===== src/rtl/act_mem_rd_seq_pkg.sv =====
// Shared accelerator definitions for the activation-memory read sequencer.
// Holds the sequencer state encoding and the default precision bounds.
package act_mem_rd_seq_pkg;

    localparam int unsigned PMAX_DEFAULT = 8;
    localparam int unsigned PMIN_DEFAULT = 2;

    typedef enum logic [1:0] {
        StIdle  = 2'd0,
        StRun   = 2'd1,
        StDrain = 2'd2
    } state_e;

endpackage


===== src/rtl/act_rd_fifo2.sv =====
// Two-entry FIFO with occupancy count; head entry is presented combinationally.
module act_rd_fifo2 #(
    parameter int unsigned WIDTH = 33
) (
    input  logic             clk,
    input  logic             reset,
    input  logic             push,
    input  logic [WIDTH-1:0] push_data,
    input  logic             pop,
    output logic [WIDTH-1:0] head,
    output logic [1:0]       count
);

    logic [WIDTH-1:0] mem_q [2];
    logic             rd_ptr_q;
    logic             wr_ptr_q;
    logic [1:0]       count_q;
    logic             do_push;
    logic             do_pop;

    always_comb begin
        do_pop  = pop && (count_q != 2'd0);
        do_push = push && ((count_q != 2'd2) || do_pop);
        head    = mem_q[rd_ptr_q];
        count   = count_q;
    end

    always_ff @(posedge clk) begin
        if (reset) begin
            mem_q[0] <= '0;
            mem_q[1] <= '0;
            rd_ptr_q <= 1'b0;
            wr_ptr_q <= 1'b0;
            count_q  <= 2'd0;
        end else begin
            if (do_push) begin
                mem_q[wr_ptr_q] <= push_data;
                wr_ptr_q        <= ~wr_ptr_q;
            end
            if (do_pop) begin
                rd_ptr_q <= ~rd_ptr_q;
            end
            case ({do_push, do_pop})
                2'b10:   count_q <= count_q + 2'd1;
                2'b01:   count_q <= count_q - 2'd1;
                default: count_q <= count_q;
            endcase
        end
    end

endmodule


===== src/rtl/act_mem_rd_seq.sv =====
// Read sequencer: issues up to num_words reads to the activation memory wrapper,
// buffers the returned words in a 2-entry FIFO and streams them out with valid/ready.
module act_mem_rd_seq
    import act_mem_rd_seq_pkg::*;
#(
    parameter int unsigned PMAX        = PMAX_DEFAULT,
    parameter int unsigned PMIN        = PMIN_DEFAULT,
    parameter int unsigned NUM_BANKS   = PMAX / PMIN,
    parameter int unsigned DATA_WIDTH  = PMAX * NUM_BANKS,
    parameter int unsigned ADDR_WIDTH  = $clog2(NUM_BANKS),
    parameter int unsigned PMODE_WIDTH = $clog2(NUM_BANKS),
    parameter int unsigned CNT_WIDTH   = 16
) (
    input  logic                   clk,
    input  logic                   reset,
    input  logic                   start,
    input  logic [PMODE_WIDTH-1:0] precision_mode,
    input  logic [CNT_WIDTH-1:0]   num_words,
    output logic                   busy,
    output logic                   done,
    output logic [ADDR_WIDTH-1:0]  mem_addr,
    output logic [PMODE_WIDTH-1:0] mem_precision_mode,
    input  logic [DATA_WIDTH-1:0]  mem_data,
    output logic [DATA_WIDTH-1:0]  out_data,
    output logic                   out_valid,
    input  logic                   out_ready,
    output logic                   out_last
);

    state_e                 state_q, state_d;
    logic [PMODE_WIDTH-1:0] mode_q, mode_d;
    logic [CNT_WIDTH-1:0]   total_q, total_d;
    logic [CNT_WIDTH-1:0]   issued_q, issued_d;
    logic                   pend_q, pend_last_q;
    logic                   drain_seen_q;
    logic                   issue;
    logic                   issue_last;
    logic                   pop;
    logic [1:0]             fifo_count;
    logic [DATA_WIDTH:0]    fifo_head;
    logic [ADDR_WIDTH-1:0]  addr_mask;

    act_rd_fifo2 #(
        .WIDTH (DATA_WIDTH + 1)
    ) u_fifo (
        .clk       (clk),
        .reset     (reset),
        .push      (pend_q),
        .push_data ({pend_last_q, mem_data}),
        .pop       (pop),
        .head      (fifo_head),
        .count     (fifo_count)
    );

    always_comb begin
        // Address wraps at 2^min(mode, ADDR_WIDTH); bit i survives only when i < mode.
        addr_mask = '0;
        for (int unsigned i = 0; i < ADDR_WIDTH; i++) begin
            addr_mask[i] = (i < 32'(mode_q));
        end
        mem_addr           = issued_q[ADDR_WIDTH-1:0] & addr_mask;
        mem_precision_mode = mode_q;
        busy               = (state_q != StIdle);
        out_valid          = (fifo_count != 2'd0);
        out_data           = fifo_head[DATA_WIDTH-1:0];
        out_last           = fifo_head[DATA_WIDTH] & out_valid;
        pop                = out_valid && out_ready;
        issue_last         = (issued_q == (total_q - 1'b1));
    end

    always_comb begin
        state_d  = state_q;
        mode_d   = mode_q;
        total_d  = total_q;
        issued_d = issued_q;
        issue    = 1'b0;
        done     = 1'b0;
        unique case (state_q)
            StIdle: begin
                if (start) begin
                    mode_d   = precision_mode;
                    total_d  = num_words;
                    issued_d = '0;
                    state_d  = (num_words != '0) ? StRun : StDrain;
                end
            end
            StRun: begin
                issue = ({1'b0, fifo_count} + {2'b00, pend_q}) < (3'd2 + {2'b00, pop});
                if (issue) begin
                    issued_d = issued_q + 1'b1;
                    if (issue_last) begin
                        state_d = StDrain;
                    end
                end
            end
            StDrain: begin
                // Drain spans at least two cycles, so done trails the final pop by one cycle.
                if (drain_seen_q && !pend_q && (fifo_count == 2'd0)) begin
                    done    = 1'b1;
                    state_d = StIdle;
                end
            end
            default: state_d = StIdle;
        endcase
    end

    always_ff @(posedge clk) begin
        if (reset) begin
            state_q      <= StIdle;
            mode_q       <= '0;
            total_q      <= '0;
            issued_q     <= '0;
            pend_q       <= 1'b0;
            pend_last_q  <= 1'b0;
            drain_seen_q <= 1'b0;
        end else begin
            state_q      <= state_d;
            mode_q       <= mode_d;
            total_q      <= total_d;
            issued_q     <= issued_d;
            pend_q       <= issue;
            pend_last_q  <= issue && issue_last;
            drain_seen_q <= (state_q == StDrain);
        end
    end

endmodule

===== config.mk =====
export PLATFORM = sky130hd
export DESIGN_NAME = act_mem_rd_seq
export DESIGN_NICKNAME = d
export VERILOG_FILES = /design/src/rtl/act_mem_rd_seq_pkg.sv /design/src/rtl/act_rd_fifo2.sv /design/src/rtl/act_mem_rd_seq.sv
export SDC_FILE = /design/constraint.sdc
export NUM_CORES = 1
export LEC_CHECK = 0
export BUFFER_PORTS_ARGS = -buffer_cell sky130_fd_sc_hd__clkbuf_2
export CORE_ASPECT_RATIO = 1.4
export CORE_MARGIN = 2
export CORE_UTILIZATION = 58
export CTS_BUF_LIST = sky130_fd_sc_hd__clkbuf_16
export DETAILED_ROUTE_END_ITERATION = 16
export PLACE_DENSITY_LB_ADDON = 0.12
export SYNTH_ARGS = -nofsm -noshare
export SYNTH_HDL_FRONTEND = slang
export SYNTH_SLANG_ARGS = --single-unit

===== constraint.sdc =====
create_clock -name clk -period 5.1 [get_ports clk]
set_input_delay 1.02 -clock clk [delete_from_list [all_inputs] [get_ports clk]]
set_output_delay 1.02 -clock clk [all_outputs]
set_load 0.1 [all_outputs]

# Word level (Yosys, flattened, before mapping)
# Memories as Yosys holds them, arrays and structs flattened. A register that Yosys moved wholly into a read port is not among the register bits.
# Index checks and enable logic that the tools add are counted.
dict set report op_classes {
  n_addsub 6
  n_mul 0
  div_mod_pow 0
  n_lt_le_gt_ge 3
  n_eq_ne 10
  n_shift 0
  n_mux 23
  bitwise 4
  reduce_logical 19
}
# operator count
set op_table {}
lappend op_table {{$mux W33} 1}
lappend op_table {{$reduce_or A33 Y1} 1}
lappend op_table {{$mux W16} 2}
lappend op_table {{$pmux W16 S2} 1}
lappend op_table {{$add A16 B1 Y16 const B} 1}
lappend op_table {{$eq A16 B16 Y1} 1}
lappend op_table {{$reduce_bool A16 Y1} 1}
lappend op_table {{$sub A16 B1 Y16 const B} 1}
lappend op_table {{$mux W1} 12}
lappend op_table {{$mux W2} 5}
lappend op_table {{$ne A2 B2 Y1 const B} 5}
lappend op_table {{$reduce_bool A2 Y1} 4}
lappend op_table {{$logic_and A1 B1 Y1} 6}
lappend op_table {{$pmux W2 S3} 1}
lappend op_table {{$eq A2 B1 Y1 const B} 2}
lappend op_table {{$eq A2 B2 Y1 const B} 2}
lappend op_table {{$logic_not A2 Y1} 2}
lappend op_table {{$lt A1 B2 Y1 const A} 2}
lappend op_table {{$pmux W2 S2} 1}
lappend op_table {{$reduce_and A4 Y1} 1}
lappend op_table {{$add A2 B1 Y3} 1}
lappend op_table {{$add A2 B1 Y3 const A} 1}
lappend op_table {{$lt A3 B3 Y1} 1}
lappend op_table {{$reduce_and A3 Y1} 1}
lappend op_table {{other kinds (8)} 9}
dict set report totals {
  register_bits 43
  latchBits 0
  ramBits 66
  romBits 0
  inputBits 54
  word_cells 76
  mem_count 1
}
# name depth word_bits read_ports rd_clocked_by_memory_dff wr line
set memory_table {}
lappend memory_table {u_fifo.mem_q 2 33 1 1 2 act_rd_fifo2.sv:14} ;# logic [WIDTH-1:0] mem_q [2];

# Depth between registers and ports, before layout
# Gate-level depths: netlist (run 1).
dict set report logic_depth {
  depth_word 10
  depth_mapped 8
}

# By module
# A second synthesis (run 1) with hierarchy kept.
dict set report unflattened {
  cells_unflattened 507
  hier_area_um2 5565.3
}
# mod n_inst cells_each area_per_inst_um2 seq_area_each_um2
set modules_own_cells {}
lappend modules_own_cells {act_rd_fifo2 1 200 3165.5 2082.0}
lappend modules_own_cells {act_mem_rd_seq 1 307 2399.8 780.7}

# Least setup slack after synthesis (run 1)
# Ideal clock, no wire load.
dict set report synth_timing {
  kind {reg-to-output}
  start {reg (tool-made name)}
  end {out out_last}
  t_arrival_ns 2.235
  required_time_ns 4.080
  slack_ns 1.845
  path_stages_with_launch 5
  n_path_buf 2
  path_cell_list {dfxtp_1 -> clkbuf_1 -> clkbuf_1 -> mux2i_1 -> nor2_1}
}
# element line
set synth_rtl {}
lappend synth_rtl {{to (decl)} act_mem_rd_seq.sv:27} ;# output logic out_last

# Worst setup path in the final report (run 1)
dict set report layout_timing {
  start {reg state_q[1]}
  end {out done}
}
dict set report layout_via {
  elab_chain_cells 2
}
# element line
set layout_lines {}
lappend layout_lines {{from (decl)} act_mem_rd_seq.sv:30} ;# state_e state_q, state_d;
lappend layout_lines {{from (signal assigned)} act_mem_rd_seq.sv:109} ;# state_q <= StIdle;
lappend layout_lines {{from (signal assigned)} act_mem_rd_seq.sv:117} ;# state_q <= state_d;
lappend layout_lines {{$eq A2 B2 Y1} act_mem_rd_seq.sv:78} ;# unique case (state_q)
lappend layout_lines {{$mux W1} act_mem_rd_seq.sv:78}
lappend layout_lines {{to (decl)} act_mem_rd_seq.sv:20} ;# output logic done,
# Every way passes these cells.

==> results of run 1 <==
==> registers in the layout, indices dropped and copies added (netlist names), named ones only <==
| register | cells |
|---|---|
| state_q | 2 |
| drain_seen_q | 1 |
| pend_q | 1 |
| total_q | 16 |
| u_fifo.rd_ptr_q | 1 |
| pend_last_q | 1 |
| issued_q | 16 |
| u_fifo.count | 2 |
| u_fifo.mem_q | 66 |
| mem_precision_mode | 2 |
| u_fifo.wr_ptr_q | 1 |
==> where the power goes <==
group	switching, W	internal [W]	leakage (nW)	total, W
clock network	0.000298	0.000428	0.156	0.000726
logic	0.000764	0.000226	1.25	0.000990
registers	0.0000486	0.00101	1.04	0.00106
==> layer usage <==
layer  GRT usage  up-vias  part of all wire
li1            -     1848                 -
met1      0.2430     1780              0.38
met3     0.04028       22             0.048
met2      0.4111      110              0.54
met5           0        -                 0
met4      0.1118        0             0.031
==> final cells by class <==
type                    count  share of cell area
multi-input cells         335              0.3697
well taps                 107             0.02195
inverters                  10            0.006155
flip-flops and latches    110              0.4694
clock buffers               9             0.03693
repair buffers             97             0.08125
clock inverters             7             0.01457
==> cell usage in the layout, fill, tap and decap left out, drive strengths merged, types with 2 or more instances in the layout <==
| cell type | synthesis | routed |
|---|---|---|
| inv | 10 | 12 |
| or2 | 2 | 2 |
| buf | 2 | 4 |
| clkbuf | 23 | 102 |
| mux2 | 32 | 32 |
| nor2b | 5 | 5 |
| edfxtp | 66 | 66 |
| a31oi | 4 | 4 |
| nand4 | 4 | 4 |
| a211oi | 3 | 3 |
| nor4 | 15 | 15 |
| o21ai | 5 | 5 |
| mux2i | 2 | 2 |
| nand3 | 6 | 6 |
| and2 | 68 | 68 |
| nand3b | 2 | 2 |
| nand2 | 50 | 50 |
| nor3 | 7 | 7 |
| xnor2 | 27 | 27 |
| a21oi | 24 | 24 |
| and3 | 5 | 5 |
| clkinv | 0 | 3 |
| nor2 | 31 | 31 |
| o31a | 2 | 2 |
| nor3b | 7 | 7 |
| bufinv | 0 | 2 |
| nor4b | 4 | 4 |
| ha | 5 | 5 |
| xor2 | 12 | 12 |
| dfxtp | 44 | 44 |
==> worst paths after layout <==
path | end | startpoint
worst min register to register | mem_precision_mode[0] | mem_precision_mode[0]
worst max register to register | u_fifo.mem_q[1][13] | u_fifo.count[1]
worst min-delay path | mem_precision_mode[0] | mem_precision_mode[0]
worst max-delay path | done | state_q[1]
==> cell usage after synthesis (7+ instances only) <==
cell and number:
xor2_1 12, a21oi_1 24, xnor2_1 27, nor2_1 31
dfxtp_1 44, edfxtp_1 66, inv_1 10, and2_1 68
clkbuf_1 23, nor4_1 14, nor3_1 7, nand2_1 50
mux2_2 32
==> metrics by stage <==
step	cell area (µm²)	hold slack, ps
floorplan	5236	447.8
global placement	5784	461.6
detailed placement	5784	472.8
CTS	6098	482.1
global route	6098	495.9
finish	6098	479.7
==> worst max-delay path: cells and delay by family, from the launching register on <==
family / cells / cell delay, ps
flops: 1 / 810
buf+inv: 1 / 470
simple gates: 2 / 290
==> cells by family (layout without fill, tap and decap cells) <==
| family | Yosys count | after routing | share of synthesized area |
|---|---|---|---|
| AO/OA/AOI/OAI | 48 | 48 | 0.05807 |
| XOR/XNOR | 39 | 39 | 0.06523 |
| adder cells (fa/ha/maj) | 5 | 5 | 0.01195 |
| buffers and inverters | 35 | 123 | 0.02676 |
| flip-flops | 110 | 110 | 0.5467 |
| multiplexers | 34 | 34 | 0.07264 |
| AND/OR/NAND/NOR | 209 | 209 | 0.2186 |
==> flow_metrics.env, run 1 <==
export IMPL_reg2reg_slack_ps=2540
export IMPL_cts_setup_buffers=0
export IMPL_die_y_um=116.4
export IMPL_num_rows=41
export IMPL_setup_viol=0
export IMPL_cp_max_fo=22
export IMPL_synth_area_leaders="edfxtp_1, dfxtp_1, and2_1, mux2_2, xnor2_1"
export IMPL_start_util=0.5900
export IMPL_cap_violations=0
export IMPL_power_leakage_nw=2.454
export IMPL_fmax_mhz=340.5
export IMPL_ys_flop_type="edfxtp_1"
export IMPL_synth_warnings=0
export IMPL_multiInputGateArea_mm2=0.002255
export IMPL_power_density_mw_per_mm2=455.3
export IMPL_worst_slew_pin_slew_ps=1019
export IMPL_final_layout_size_suffix_gt1_frac=0.2694
export IMPL_routedWlPerCell_um=15.54
export IMPL_pre_cts_ws_ps=1897
export IMPL_syn_cell_area_mm2=0.005236
export IMPL_numCtsBuffers=9
export IMPL_cp_slowest_stage_delay_ps=810
export IMPL_final_nets=622
export IMPL_fin_cells=675
export IMPL_cts_root_buf="clkbuf_16"
export IMPL_relSlewSlack=0.3189
export IMPL_grt_total_usage=0.2219
export IMPL_die_w_um=84.31
export IMPL_worstPathRequired_ps=4080
export IMPL_slew_violations=0
export IMPL_cts_num_sinks=110
export IMPL_cts_tree="built"
export IMPL_synth_avg_cell_area_um2=10.91
export IMPL_ctsHoldBuffers=0
export IMPL_crit_chain="nand2_1 > nor2_1 > clkbuf_2"
export IMPL_io_pins=94
export IMPL_synthArstFlopShare=0
export IMPL_dp_cells=659
export IMPL_drt_first_iter_violations=162
export IMPL_cts_resized=0
export IMPL_register_area_mm2=0.002863
export IMPL_grt_overflow=0
export IMPL_netlist_area_leader_share=0.3785
export IMPL_ir_drop_mv=0.3182
export IMPL_viasPerCell=5.570
export IMPL_dieArea_mm2=0.009815
export IMPL_place_congestion=0.9449
export IMPL_holdPathStages=2
export IMPL_path_clk_slew_ps=70
export IMPL_hp_class="reg -> reg"
export IMPL_fill_cells=682
export IMPL_synthCells=480
export IMPL_ant_nets=0
export IMPL_period_share=0.5759
export IMPL_syn_nets=539
export IMPL_start_kind="flop"
export IMPL_slowest_stage="dfxtp_1"
export IMPL_grt_pass1_vias=3637
export IMPL_drt_wl_total_um=10490
export IMPL_finClkSkew_ps=3.073
export IMPL_core_mm2=0.008875
export IMPL_synth_top_cell_by_area="edfxtp_1"
export IMPL_drcViolationCount=0
export IMPL_setup_slack_ps=2163
export IMPL_finalPower_w=0.002777
export IMPL_yosysSeqAreaShare=0.5467
export IMPL_areaGrowthSynthToFinish_pct=16.46
export IMPL_utilization=0.6872
export IMPL_antennaDiodeCount=0
export IMPL_reg2reg_depth=5
export IMPL_cp_end_kind="primary output"
export IMPL_synth_cell_types=49
export IMPL_rsz0062_at_grt="false"
export IMPL_status="completed"
export IMPL_vias=3760
export IMPL_grt_max_degree=37
export IMPL_hold_violations=0
export IMPL_synth_edff_count=66
export IMPL_period_needed_ps=2937
export IMPL_io_buffers=93
export IMPL_cts_buffer_depth=2
export IMPL_crit_type="reg -> out"
export IMPL_clk_insertion_delay_late_ps=340
export IMPL_dp_hpwl_um=7430
export IMPL_grt_pass1_wl_um=16860
export IMPL_yosys_register_bits=110
export IMPL_worstPathArrival_ps=1920
export IMPL_firstDrtPassIters=4
export IMPL_fin_tns_setup_ps=0
export IMPL_htreeDepth=3
export IMPL_antenna_found_initial=0
Note: power is estimated with default switching activity, not from simulation.
==> inputs of run 2 (changes only) <==
Settings changed: CORE_UTILIZATION 58 to 56.
Clock period 5.1 ns to 2.8 ns, I/O delays scaled along.
==> flow_metrics.env, run 2 (synthesized netlist as in run 1, its figures left out) <==
export IMPL_worstReg2RegEnd="state_q[0]"
export IMPL_hold_start="precision_mode[1]"
export IMPL_areaGrowthSynthToFinish_pct=25.54
export IMPL_ant_nets=0
export IMPL_route_met3_wl_um=394
export IMPL_ir_drop_mv=0.3906
export IMPL_cts_num_sinks=110
export IMPL_viasPerCell=5.505
export IMPL_top_regs="u_fifo.mem_q (66), issued_q (16), total_q (16)"
export IMPL_violations="design-rule violations"
export IMPL_grt_total_usage=0.2239
export IMPL_utilization=0.7240
export IMPL_start_kind="flop"
export IMPL_hp_class="in -> reg"
export IMPL_place_congestion=0.8227
export IMPL_worstPathArrival_ps=2460
export IMPL_firstDrtPassIters=10
export IMPL_grt_pass1_vias=3791
export IMPL_setup_slack_ps=573.0
export IMPL_finClkSkew_ps=8.030
export IMPL_worst_slew_pin_slew_ps=822.7
export IMPL_internal_power_w=0.003222
export IMPL_cp_slowest_stage_delay_ps=500
export IMPL_cts_root_buf="clkbuf_16"
export IMPL_drt_met1_wl_um=4133
export IMPL_reg2reg_slack_ps=570
export IMPL_fin_area_mm2=0.006574
export IMPL_slowest_stage="nor3b_1"
export IMPL_holdPathStages=3
export IMPL_start_util=0.5767
export IMPL_setup_viol=0
export IMPL_power_leakage_nw=2.598
export IMPL_worstPathRequired_ps=3040
export IMPL_period_needed_ps=2227
export IMPL_crit_type="reg -> reg"
export IMPL_ctsHoldBuffers=0
export IMPL_dpl_cell_area_mm2=0.006317
export IMPL_grt_pass1_wl_um=17980
export IMPL_clk_insertion_delay_late_ps=340
export IMPL_dieArea_mm2=0.01015
export IMPL_path_depth=8
export IMPL_cts_setup_buffers=0
export IMPL_cp_max_fo=5
export IMPL_fin_tns_setup_ps=0
export IMPL_io_pins=94
export IMPL_drcViolationCount=7
export IMPL_vias=3738
export IMPL_num_rows=41
export IMPL_period_share=0.7954
export IMPL_antennaDiodeCount=0
export IMPL_slew_violations=0
export IMPL_layout_common_cells="and2_1, edfxtp_1, clkbuf_2"
export IMPL_htreeDepth=3
export IMPL_cp_buffers_inverters=1
export IMPL_cts_resized=0
export IMPL_grt_overflow=0
export IMPL_power_frac_clock=0.212
export IMPL_cts_tree="built"
export IMPL_hold_violations=0
export IMPL_hold_end="mem_precision_mode[1]"
export IMPL_final_layout_size_suffix_gt1_frac=0.2762
export IMPL_drt_wl_total_um=10630
export IMPL_antenna_found_initial=0
export IMPL_power_density_mw_per_mm2=806.8
export IMPL_numCtsBuffers=9
export IMPL_seqPwrFrac=0.363
export IMPL_combPwrFrac=0.425
export IMPL_p_sw_w=0.002082
export IMPL_fmax_mhz=449.0
export IMPL_crit_chain="inv_1 > ha_1 > nor3b_1 > nand3_1 > o31a_1 > a211oi_2 > nand4_1 > a31o_1"
export IMPL_top_register="u_fifo.mem_q"
export IMPL_dp_hpwl_um=7765
export IMPL_die_w_um=85.73
export IMPL_layout_commonest_cell="and2_1"
export IMPL_sw_frac_of_total=0.3925
export IMPL_final_nets=627
export IMPL_cp_end_kind="flop"
export IMPL_drt_first_iter_violations=163
export IMPL_cts_buffer_depth=2
export IMPL_r2r_start="total_q[0]"
export IMPL_rsz0062_at_grt="false"
export IMPL_reg2reg_depth=8
export IMPL_top_layer="met4"
export IMPL_largest_reg_flops=66
export IMPL_routedWlPerCell_um=15.66
export IMPL_status="complete, but fails checks"
export IMPL_path_clk_slew_ps=70
export IMPL_crit_family="simple AND/OR/NAND/NOR gates"
export IMPL_core_mm2=0.009080
export IMPL_grt_max_degree=34
export IMPL_route_met2_wl_um=5941
export IMPL_io_buffers=93
export IMPL_cap_violations=0
export IMPL_die_y_um=118.4
export IMPL_pre_cts_ws_ps=551.9
export IMPL_relSlewSlack=0.4516
[run 2: area by class of cell]
cell class / count / area [µm²]
Fill cell: 646 / 2506
Clock inverter: 6 / 31.28
Multi-Input combinational cell: 335 / 2255
Inverter: 10 / 37.54
Tap cell: 107 / 133.9
Timing Repair Buffer: 102 / 1028
Clock buffer: 9 / 225.2
Sequential cell: 110 / 2863
[run 2: tightest hold or removal path: stages]
cell and delay, ps:
clkbuf_2 80, nand2_1 40, a21oi_1 50
[run 2: worst max-delay path by stage]
stage,startpoint,to
CTS,u_fifo.count[0],done
finish,total_q[0],state_q[0]
floorplan,flop,out_last
global route,total_q[0],state_q[0]
global placement,out_ready,state_q[0]
detailed placement,out_ready,state_q[0]
[run 2: power groups by stage]
| stage | clock, W | combinational (W) | sequential, W |
|---|---|---|---|
| after detailed placement | 0 | 0.00227 | 0.00196 |
| final | 0.00112 | 0.00226 | 0.00192 |
| after global routing | 0.00120 | 0.00235 | 0.00194 |
| after CTS | 0.00114 | 0.00227 | 0.00192 |
| after floorplan | 0 | 0.00154 | 0.00195 |
| after global placement | 0 | 0.00225 | 0.00195 |
[run 2: through the flow]
step,cells,total power (W),hold slack [ps]
2_1_floorplan,480,0.003493,447.8
3_3_place_gp,664,0.004196,460.8
3_5_place_dp,664,0.004230,463.8
4_1_cts,679,0.005342,432.2
5_1_grt,679,0.005488,452.1
6_report,679,0.005304,439.1
[run 2: routing by layer]
layer,track usage,vias up
li1,-,1846
met1,0.2492,1787
met2,0.4155,95
met3,0.04679,10
met4,0.07341,0
met5,0,-
